### config.mk
export PLATFORM = sky130hd
export DESIGN_NAME = csr_counter_unit_flat
export DESIGN_NICKNAME = d
export VERILOG_FILES = /design/src/rtl/csr_counter_unit_pkg.sv /design/src/rtl/csr_counter_unit_if.sv /design/src/rtl/csr_counter_unit_slice.sv /design/src/rtl/csr_counter_unit.sv /design/src/flat_wrapper.sv
export SDC_FILE = /design/constraint.sdc
export NUM_CORES = 1
export LEC_CHECK = 0
export BUFFER_PORTS_ARGS = -buffer_cell sky130_fd_sc_hd__buf_4
export CAP_MARGIN = 20
export CORE_AREA = 2 2 115 117
export DETAILED_ROUTE_END_ITERATION = 8
export DIE_AREA = 0 0 117 119
export SETUP_SLACK_MARGIN = 0.4
export SYNTH_ARGS = -nofsm -noshare
export SYNTH_HDL_FRONTEND = slang
export SYNTH_HIERARCHICAL = 1
export SYNTH_SLANG_ARGS = --single-unit
### constraint.sdc
create_clock -name clk -period 1.85 [get_ports clk]
set_clock_uncertainty 0.1 [all_clocks]
set_input_delay 0.0925 -clock clk [delete_from_list [all_inputs] [get_ports clk]]
set_output_delay 0.0925 -clock clk [all_outputs]
set_load 0.005 [all_outputs]
### src/rtl/csr_counter_unit_pkg.sv
// Shared definitions for the machine counter engine: counter width,
// slot indices into the CSR read file, mcountinhibit bits and slice FSM states.
package csr_counter_unit_pkg;

    localparam int XLEN = 32;

    localparam int CNT_MCYCLE    = 0;
    localparam int CNT_MCYCLEH   = 1;
    localparam int CNT_MINSTRET  = 2;
    localparam int CNT_MINSTRETH = 3;
    localparam int CNT_SLOTS     = 4;

    localparam int INHIBIT_CY = 0;
    localparam int INHIBIT_IR = 2;

    typedef enum logic {
        CNT_IDLE  = 1'b0,
        CNT_CARRY = 1'b1
    } cnt_state_e;

endpackage

### src/rtl/csr_counter_unit_if.sv
// Bundle between the computational stage / CSR read file (master side) and
// the counter engine (slave side).
interface csr_counter_unit_if;
    import csr_counter_unit_pkg::*;

    logic                               RetireValid;
    logic [CNT_SLOTS-1:0]               SWWriteHit;
    logic [CNT_SLOTS-1:0][XLEN-1:0]     CurVal;
    logic [XLEN-1:0]                    CountInhibit;
    logic [CNT_SLOTS-1:0]               InternalWriteEn;
    logic [CNT_SLOTS-1:0][XLEN-1:0]     InternalWriteData;

    modport master (
        output RetireValid,
        output SWWriteHit,
        output CurVal,
        output CountInhibit,
        input  InternalWriteEn,
        input  InternalWriteData
    );

    modport slave (
        input  RetireValid,
        input  SWWriteHit,
        input  CurVal,
        input  CountInhibit,
        output InternalWriteEn,
        output InternalWriteData
    );

endinterface

### src/rtl/csr_counter_unit_slice.sv
// One lo/hi counter pair. The lo half increments directly; with a 32-bit XLEN a
// lo wrap is carried into the hi half one cycle later through CarryPend.
module csr_counter_slice
    import csr_counter_unit_pkg::*;
(
    input  logic            clk,
    input  logic            reset,
    input  logic            inc,
    input  logic            sw_hit_lo,
    input  logic            sw_hit_hi,
    input  logic [XLEN-1:0] cur_lo,
    input  logic [XLEN-1:0] cur_hi,
    output logic            we_lo,
    output logic [XLEN-1:0] wd_lo,
    output logic            we_hi,
    output logic [XLEN-1:0] wd_hi
);

    // A software write to lo wins over the increment and therefore also kills any carry.
    assign we_lo = reset & inc & ~sw_hit_lo;
    assign wd_lo = we_lo ? cur_lo + XLEN'(1) : '0;

    generate
        if (XLEN == 32) begin : g_hi
            cnt_state_e state;
            logic       carry_pend;
            logic       wrap;

            assign carry_pend = (state == CNT_CARRY);
            assign wrap       = we_lo & (cur_lo == '1);

            always_ff @(posedge clk) begin
                if (!reset) begin
                    state <= CNT_IDLE;
                end else begin
                    case (state)
                        CNT_IDLE:  if (wrap) state <= CNT_CARRY;
                        CNT_CARRY: state <= CNT_IDLE;
                        default:   state <= CNT_IDLE;
                    endcase
                end
            end

            // The carry completes regardless of inhibit; a software hi write simply drops it.
            assign we_hi = reset & carry_pend & ~sw_hit_hi;
            assign wd_hi = we_hi ? cur_hi + XLEN'(1) : '0;
        end else begin : g_no_hi
            logic unused_hi;
            assign unused_hi = ^{clk, sw_hit_hi, cur_hi};
            assign we_hi     = 1'b0;
            assign wd_hi     = '0;
        end
    endgenerate

endmodule

### src/rtl/csr_counter_unit.sv
// Machine counter engine: derives the mcycle/minstret increment conditions and
// maps two counter slices onto the CSR read file's internal-write slots.
module csr_counter_unit
    import csr_counter_unit_pkg::*;
(
    input  logic             clk,
    input  logic             reset,
    csr_counter_unit_if.slave bus
);

    logic                           inc_cy;
    logic                           inc_ir;
    logic [CNT_SLOTS-1:0]           we;
    logic [CNT_SLOTS-1:0][XLEN-1:0] wd;
    logic                           unused_inhibit;

    assign inc_cy = ~bus.CountInhibit[INHIBIT_CY];
    assign inc_ir = bus.RetireValid & ~bus.CountInhibit[INHIBIT_IR];

    // Only CY and IR are meaningful here; the remaining inhibit bits are ignored.
    assign unused_inhibit = ^{bus.CountInhibit[XLEN-1:INHIBIT_IR+1], bus.CountInhibit[INHIBIT_CY+1]};

    csr_counter_slice u_cycle (
        .clk       (clk),
        .reset     (reset),
        .inc       (inc_cy),
        .sw_hit_lo (bus.SWWriteHit[CNT_MCYCLE]),
        .sw_hit_hi (bus.SWWriteHit[CNT_MCYCLEH]),
        .cur_lo    (bus.CurVal[CNT_MCYCLE]),
        .cur_hi    (bus.CurVal[CNT_MCYCLEH]),
        .we_lo     (we[CNT_MCYCLE]),
        .wd_lo     (wd[CNT_MCYCLE]),
        .we_hi     (we[CNT_MCYCLEH]),
        .wd_hi     (wd[CNT_MCYCLEH])
    );

    csr_counter_slice u_instret (
        .clk       (clk),
        .reset     (reset),
        .inc       (inc_ir),
        .sw_hit_lo (bus.SWWriteHit[CNT_MINSTRET]),
        .sw_hit_hi (bus.SWWriteHit[CNT_MINSTRETH]),
        .cur_lo    (bus.CurVal[CNT_MINSTRET]),
        .cur_hi    (bus.CurVal[CNT_MINSTRETH]),
        .we_lo     (we[CNT_MINSTRET]),
        .wd_lo     (wd[CNT_MINSTRET]),
        .we_hi     (we[CNT_MINSTRETH]),
        .wd_hi     (wd[CNT_MINSTRETH])
    );

    assign bus.InternalWriteEn   = we;
    assign bus.InternalWriteData = wd;

endmodule

### src/flat_wrapper.sv
// flat-port wrapper written by rule: the top's interface ports become plain ports
module csr_counter_unit_flat import csr_counter_unit_pkg::*;
  (clk, reset, bus_RetireValid, bus_SWWriteHit, bus_CurVal, bus_CountInhibit, bus_InternalWriteEn, bus_InternalWriteData);
  csr_counter_unit_if bus_i ();
  input  logic clk;
  input  logic reset;
  input wire logic [$bits(bus_i.RetireValid)-1:0] bus_RetireValid;
  input wire logic [$bits(bus_i.SWWriteHit)-1:0] bus_SWWriteHit;
  input wire logic [$bits(bus_i.CurVal)-1:0] bus_CurVal;
  input wire logic [$bits(bus_i.CountInhibit)-1:0] bus_CountInhibit;
  output wire logic [$bits(bus_i.InternalWriteEn)-1:0] bus_InternalWriteEn;
  output wire logic [$bits(bus_i.InternalWriteData)-1:0] bus_InternalWriteData;
  assign bus_i.RetireValid = bus_RetireValid;
  assign bus_i.SWWriteHit = bus_SWWriteHit;
  assign bus_i.CurVal = bus_CurVal;
  assign bus_i.CountInhibit = bus_CountInhibit;
  assign bus_InternalWriteEn = bus_i.InternalWriteEn;
  assign bus_InternalWriteData = bus_i.InternalWriteData;
  csr_counter_unit u_core (.clk(clk), .reset(reset), .bus(bus_i));
endmodule
==> run_results.csv, run 1 <==
group,metric,value,unit
outcome,status,"completed",
layout,fin_util,67.22,%
cts,path_clk_slew,0.03,ns
timing,slew_headroom,72.82,%
global_routing,grt_max_degree,34,
timing,tightest_slew,0.4043,ns
cts,insertion_delay,0.22,ns
setup_path,crit_arrival,1.59,ns
synthesis,yosysSeqAreaShare,1.118,%
setup_path,endpoint_kind,"primary output",
timing,rsz0062_at_grt,"yes",
power,p_leak,3.583,nW
cts,cts_htree_levels,1,
worst_hold_path,min_path_type,"in2reg",
floorplan,die_w,117,um
timing,fin_crit_sh,96.59,%
place,place_congestion,0.9084,
synthesis,muxShareOfSynthArea,3.913,%
synthesis,synth_cells,596,
power,p_sw_share,38.15,%
place,place_hpwl,13270,um
layout,final_cell_area,0.008655,sq mm
floorplan,io_pins,299,
detailed_routing,route.detailed.drc,0,
timing,fmax,559.6,MHz
cts,clockBufferDepth,2,
global_routing,track_usage,25.17,%
synthesis,synth_top_family_by_area,"simple AND/OR/NAND/NOR gates",
power,intPower,0.0008722,W
detailed_routing,ant_nets,0,
detailed_routing,viasPerCell,5.752,
setup_path,cp_max_fo,4,
cts,clock-root-buffer,"clkbuf_16",
global_routing,grt_first_pass_wirelength,29120,um
place,place_inst,1054,
cts,cts_inserted_buffers,3,
layout,area_growth,141.7,%
synthesis,yosys_register_bits,2,
place,io_buffer_count,268,
layout,stdcell_count,1168,
synthesis,synth_nets,767,
synthesis,synth_compound_area_share,20.27,%
timing,hold_viol_final,0,
power,powerDensity,162.9,mW/mm^2
detailed_routing,drt-total-wl,21200,um
place,placed_area,0.006200,sq mm
global_routing,grt_antenna_before_repair,0,
timing,final-setup-viol-count,0,
detailed_routing,dr_total_vias,6718,
power,ir_drop,0.2222,mV
floorplan,fp.dieArea,0.01392,sq mm
layout,insertedDiodeCount,0,
synthesis,synthXorXnorAreaFrac,10.27,%
timing,slew_violations,0,
floorplan,initial_core_util,27.81,%
detailed_routing,firstDrtPassIters,5,
cts,cts_hold_buf,0,
synthesis,synth-adder-area-share,1.398,%
setup_path,start_kind,"input port",
power,pwr-share-seq,3.1,%
global_routing,grt_pass1_vias,6108,
synthesis,synthDistinctLibCells,32,
detailed_routing,drtIter0Drc,526,
synthesis,synthSimpleGateAreaFrac,57.48,%
floorplan,core_area,0.01287,sq mm
layout,drive_above_1_share,64.82,%
cts,clkSinkCount,2,
floorplan,die_y,119,um
cts,cts_tree,"done",
layout,design.final.nets,1165,
synthesis,syn_area_per_cell,6.008,sq um
power,netSwitchingPower,0.0005381,W
power,clock_power_share,23.0,%
timing,min_period,1.787,ns
floorplan,rows,42,
global_routing,overflow,0,
power,pwr-share-comb,73.9,%
detailed_routing,wire_per_inst,18.15,um
synthesis,yosys_warnings,6,
setup_path,critical_path_class,"in2out",
synthesis,synth_area,0.003581,sq mm
flow_run,cap_violations,0,
setup_path,worstPathRequired,1.66,ns
-- area by class of cell --
class,count,area [sq um]
multi-input combinational,552,4503
sequential,2,42.54
inverter,17,66.31
clock buffer,3,75.07
tap,176,220.2
timing repair buffer,418,3747
fill,983,4220
-- routing by layer --
metal,up-vias,track usage (%),wire length [um],part of all wire (%)
met5,-,0,0,0
met4,0,7.353,747,3.5
met3,63,4.427,1788,8.4
met2,359,46.21,10760,51
met1,3200,29.25,7904,37
li1,3096,-,-,-
-- what timing repair did --
item / CTS / global route
pin swaps: 101 / 95
endpoints found under the setup margin: 109 / 106
gates cloned: 14 / 0
setup buffers: 63 / 34
resized for setup: 203 / 149
-- power by group through the flow --
stage          registers [W]  logic (W)  clock network, W
6_report           0.0000435    0.00104          0.000324
5_1_grt            0.0000434    0.00110          0.000341
4_1_cts            0.0000435   0.000887          0.000333
3_5_place_dp       0.0000440   0.000727                 0
3_3_place_gp       0.0000440   0.000712                 0
2_1_floorplan      0.0000440   0.000246                 0
-- cell families (layout without fill, tap and decap cells) --
logic type	after synthesis	in the layout
AND/OR/NAND/NOR	357	366
AO/OA/AOI/OAI	126	126
buffers and inverters	51	438
XOR/XNOR	42	42
multiplexers	14	14
adder cells (fa/ha/maj)	4	4
flip-flops	2	2
-- cell usage in the layout (no fill, tap or decap), drive strengths merged, types with 14 or more instances in the layout --
| master | count |
|---|---|
| nor2 | 50 |
| and2 | 18 |
| mux2i | 14 |
| and3 | 16 |
| or4 | 40 |
| nor4 | 18 |
| nand4 | 46 |
| xnor2 | 16 |
| nand3 | 42 |
| a21oi | 62 |
| xor2 | 26 |
| o21ai | 26 |
| and4 | 16 |
| o31ai | 38 |
| buf | 416 |
| nand2 | 48 |
| or2 | 28 |
| or3 | 31 |
| inv | 16 |
-- critical path, stage by stage --
cell and delay (ns):
buf_4 0.12, nand3_4 0.09, or3_4 0.44, buf_6 0.15
nor4_4 0.18, mux2i_1 0.34, buf_4 0.17
-- cells in the mapped netlist --
cell type | number | area [sq um]
nand3_1 | 40 | 200.2
dfxtp_1 | 2 | 40.04
xor2_1 | 26 | 227.7
o21ai_0 | 26 | 130.1
nor3_1 | 4 | 20.02
nand3_2 | 2 | 20.02
a21oi_1 | 62 | 310.3
and3_1 | 14 | 87.58
nand4_1 | 46 | 287.8
and2_1 | 18 | 112.6
nand3b_1 | 4 | 30.03
and3_2 | 2 | 15.01
clkinv_1 | 2 | 7.510
and4_1 | 16 | 140.1
o31ai_1 | 38 | 285.3
xnor2_1 | 16 | 140.1
or2_1 | 4 | 25.02
or4_1 | 40 | 300.3
or3_1 | 26 | 162.7
nor4_1 | 18 | 112.6
nor2_1 | 50 | 187.7
nor3b_1 | 2 | 15.01
nand4b_1 | 2 | 17.52
clkbuf_1 | 28 | 105.1
mux2i_1 | 14 | 140.1
nand2_1 | 48 | 180.2
or2_2 | 16 | 100.1
buf_2 | 6 | 30.03
or3_2 | 4 | 30.03
ha_1 | 4 | 50.05
inv_1 | 15 | 56.30
nor2b_4 | 1 | 13.76
-- path summary, 6_finish.rpt --
kind,startpoint,end,slack (ns),depth (start not counted)
min reg2reg,u_core/u_instret/g_hi.carry_pend$_SDFF_PP0_,u_core/u_instret/g_hi.carry_pend$_SDFF_PP0_,0.43,2
max,bus_CurVal[22],bus_InternalWriteData[29],0.06,7
max reg2reg,u_core/u_cycle/g_hi.carry_pend$_SDFF_PP0_,u_core/u_cycle/g_hi.carry_pend$_SDFF_PP0_,0.99,2
min,bus_CurVal[94],u_core/u_instret/g_hi.carry_pend$_SDFF_PP0_,0.07,3
-- through the flow --
| stage | total power [W] | hold WS (ns) | setup slack [ns] | TNS, ns |
|---|---|---|---|---|
| after floorplan | 0.0002900 | 0.1161 | 0.3119 | 0 |
| after global placement | 0.0007556 | 0.3001 | 0.003949 | 0 |
| after detailed placement | 0.0007710 | 0.2991 | -0.06172 | -0.06172 |
| after CTS | 0.001263 | 0.06424 | 0.1271 | 0 |
| after global routing | 0.001487 | 0.08222 | 0.04082 | 0 |
| final | 0.001410 | 0.07094 | 0.06301 | 0 |
-- state kept, by name, summed over array words and instances (netlist names) --
name	flops
u_core/u_cycle/g_hi.carry_pend	1
u_core/u_instret/g_hi.carry_pend	1
Note: power is estimated with default switching activity, not from simulation.
==> run 2: changes to the inputs <==
PLACE_DENSITY = 0.71   (was not set)
==> run_results.csv, run 2 (same netlist as run 1, synthesis figures left out) <==
group,metric,value,unit
worst_hold_path,min_path_type,"in2reg",
timing,slew_headroom,74.28,%
place,place_congestion,0.9029,
setup_path,cp_max_fo,5,
place,pre_cts_ws,-0.03692,ns
outcome,violations,"negative setup slack",
cts,cts_inserted_buffers,3,
timing,min_period,2.051,ns
power,p_leak,3.515,nW
cts,clkSinkCount,2,
floorplan,die_w,117,um
cts,insertion_delay,0.22,ns
setup_path,critical_path_class,"in2out",
layout,drive_above_1_share,61.90,%
floorplan,io_pins,299,
layout,area_growth,134.3,%
timing,rsz0062_at_grt,"yes",
cts,cts_htree_levels,1,
floorplan,die_y,119,um
detailed_routing,wire_per_inst,19.05,um
detailed_routing,drtIter0Drc,609,
setup_path,worstPathRequired,1.66,ns
global_routing,track_usage,24.74,%
detailed_routing,drt-total-wl,22250,um
global_routing,overflow,0,
layout,fill_cells,1013,
floorplan,core_area,0.01287,sq mm
layout,insertedDiodeCount,0,
global_routing,grt_max_degree,34,
cts,clock-root-buffer,"clkbuf_16",
place,place_hpwl,12610,um
detailed_routing,route.detailed.drc,0,
setup_path,worst_r2r_path_depth,2,
setup_path,start_kind,"input port",
detailed_routing,ant_nets,0,
floorplan,fp.dieArea,0.01392,sq mm
outcome,status,"finished, violations left",
setup_path,endpoint_kind,"primary output",
power,power.total,0.001392,W
timing,holdWs,0.09385,ns
power,powerDensity,165.9,mW/mm^2
cts,path_clk_slew,0.03,ns
detailed_routing,dr_total_vias,6785,
timing,slew_violations,0,
global_routing,grt_pass1_vias,5848,
cts,cts_tree,"done",
layout,design.final.nets,1165,
flow_run,cap_violations,0,
timing,fin_crit_sh,110.9,%
worst_hold_path,hold_path_depth,3,
detailed_routing,firstDrtPassIters,5,
floorplan,initial_core_util,27.81,%
power,ir_drop,0.2643,mV
detailed_routing,viasPerCell,5.809,
global_routing,grt_antenna_before_repair,0,
timing,finalWorstSetupSlack,-0.2009,ns
timing,final-setup-viol-count,2,
place,io_buffer_count,268,
layout,layout_common_cells,"buf_4 (331), buf_6 (47), nor2_1 (47), nand4_1 (46), a21oi_2 (43)",
global_routing,grt_first_pass_wirelength,28770,um
cts,clockBufferDepth,2,
timing,fmax,487.6,MHz
layout,final_common_cell,"buf_4",
timing,hold_viol_final,0,
cts,cts_hold_buf,0,
floorplan,rows,42,
timing,tightest_slew,0.3818,ns
setup_path,crit_arrival,1.86,ns
[run 2: changes by cell type in the layout (fill, tap and decap cells not counted), moves of 3 or more]
| cell | change |
|---|---|
| nor2_1 | +5 |
| a21oi_2 | -7 |
| buf_6 | -25 |
| or4_1 | +8 |
| nor2_4 | -3 |
| buf_8 | +3 |
| buf_4 | +19 |
| o31ai_1 | +7 |
| or3_1 | -4 |
| o31ai_2 | -5 |
| a21oi_1 | +7 |
| nor4_2 | -4 |
| or4_4 | -8 |
| nand2_4 | -4 |
[run 2: cell type report]
| type | instances | area [sq um] | share of cell area (%) |
|---|---|---|---|
| Multi-Input combinational cell | 553 | 4333 | 51.63 |
| Clock buffer | 3 | 75.07 | 0.8946 |
| Inverter | 17 | 66.31 | 0.7902 |
| Timing Repair Buffer | 417 | 3655 | 43.55 |
| Sequential cell | 2 | 42.54 | 0.5069 |
| Tap cell | 176 | 220.2 | 2.624 |
[run 2: layer usage]
metal	vias up	routed length, um	global-route usage (%)
met5	-	0	0
met2	413	11090	44.62
met4	0	814	9.191
met1	3185	8202	28.73
li1	3100	-	-
met3	87	2140	4.122
[run 2: what timing repair did]
item	4_1_cts	5_1_grt
cloned	11	4
resized for setup	185	110
endpoints found under the setup margin	110	93
buffers inserted	51	41
pin swaps	87	70
[run 2: power breakdown]
| group | internal, W | switching (W) | leakage (nW) |
|---|---|---|---|
| Clock | 0.000275 | 0.0000463 | 0.0370 |
| Combinational | 0.000548 | 0.000479 | 3.46 |
| Sequential | 0.0000435 | 0.00000000000000134 | 0.0171 |
| Total | 0.000867 | 0.000526 | 3.51 |
[run 2: worst paths after layout]
kind	start	to	slack [ns]
worst max-delay path	bus_CurVal[52]	bus_InternalWriteData[63]	-0.20
worst min register to register	u_core/u_cycle/g_hi.carry_pend$_SDFF_PP0_	u_core/u_cycle/g_hi.carry_pend$_SDFF_PP0_	0.48
worst max register to register	u_core/u_instret/g_hi.carry_pend$_SDFF_PP0_	u_core/u_instret/g_hi.carry_pend$_SDFF_PP0_	0.82
worst min-delay path	bus_CurVal[31]	u_core/u_cycle/g_hi.carry_pend$_SDFF_PP0_	0.09
[run 2: worst max-delay path, cell delays in order]
cell     delay (ns)
buf_4          0.11
and3_4         0.20
nand4_1        0.30
or4_1          0.63
a21oi_2        0.34
buf_4          0.18
[run 2: per-stage QoR]
| stage | cell area, sq um | instances | TNS, ns | util [%] |
|---|---|---|---|---|
| 6_report | 8392 | 1168 | -0.2356 | 65.18 |
| 5_1_grt | 8392 | 1168 | -0.6988 | 65.18 |
| 4_1_cts | 7564 | 1123 | 0 | 58.75 |
| 3_5_place_dp | 6230 | 1058 | -0.1410 | 48.39 |
| 3_3_place_gp | 6230 | 1058 | -0.09548 | 48.39 |
| 2_1_floorplan | 3784 | 596 | 0 | - |
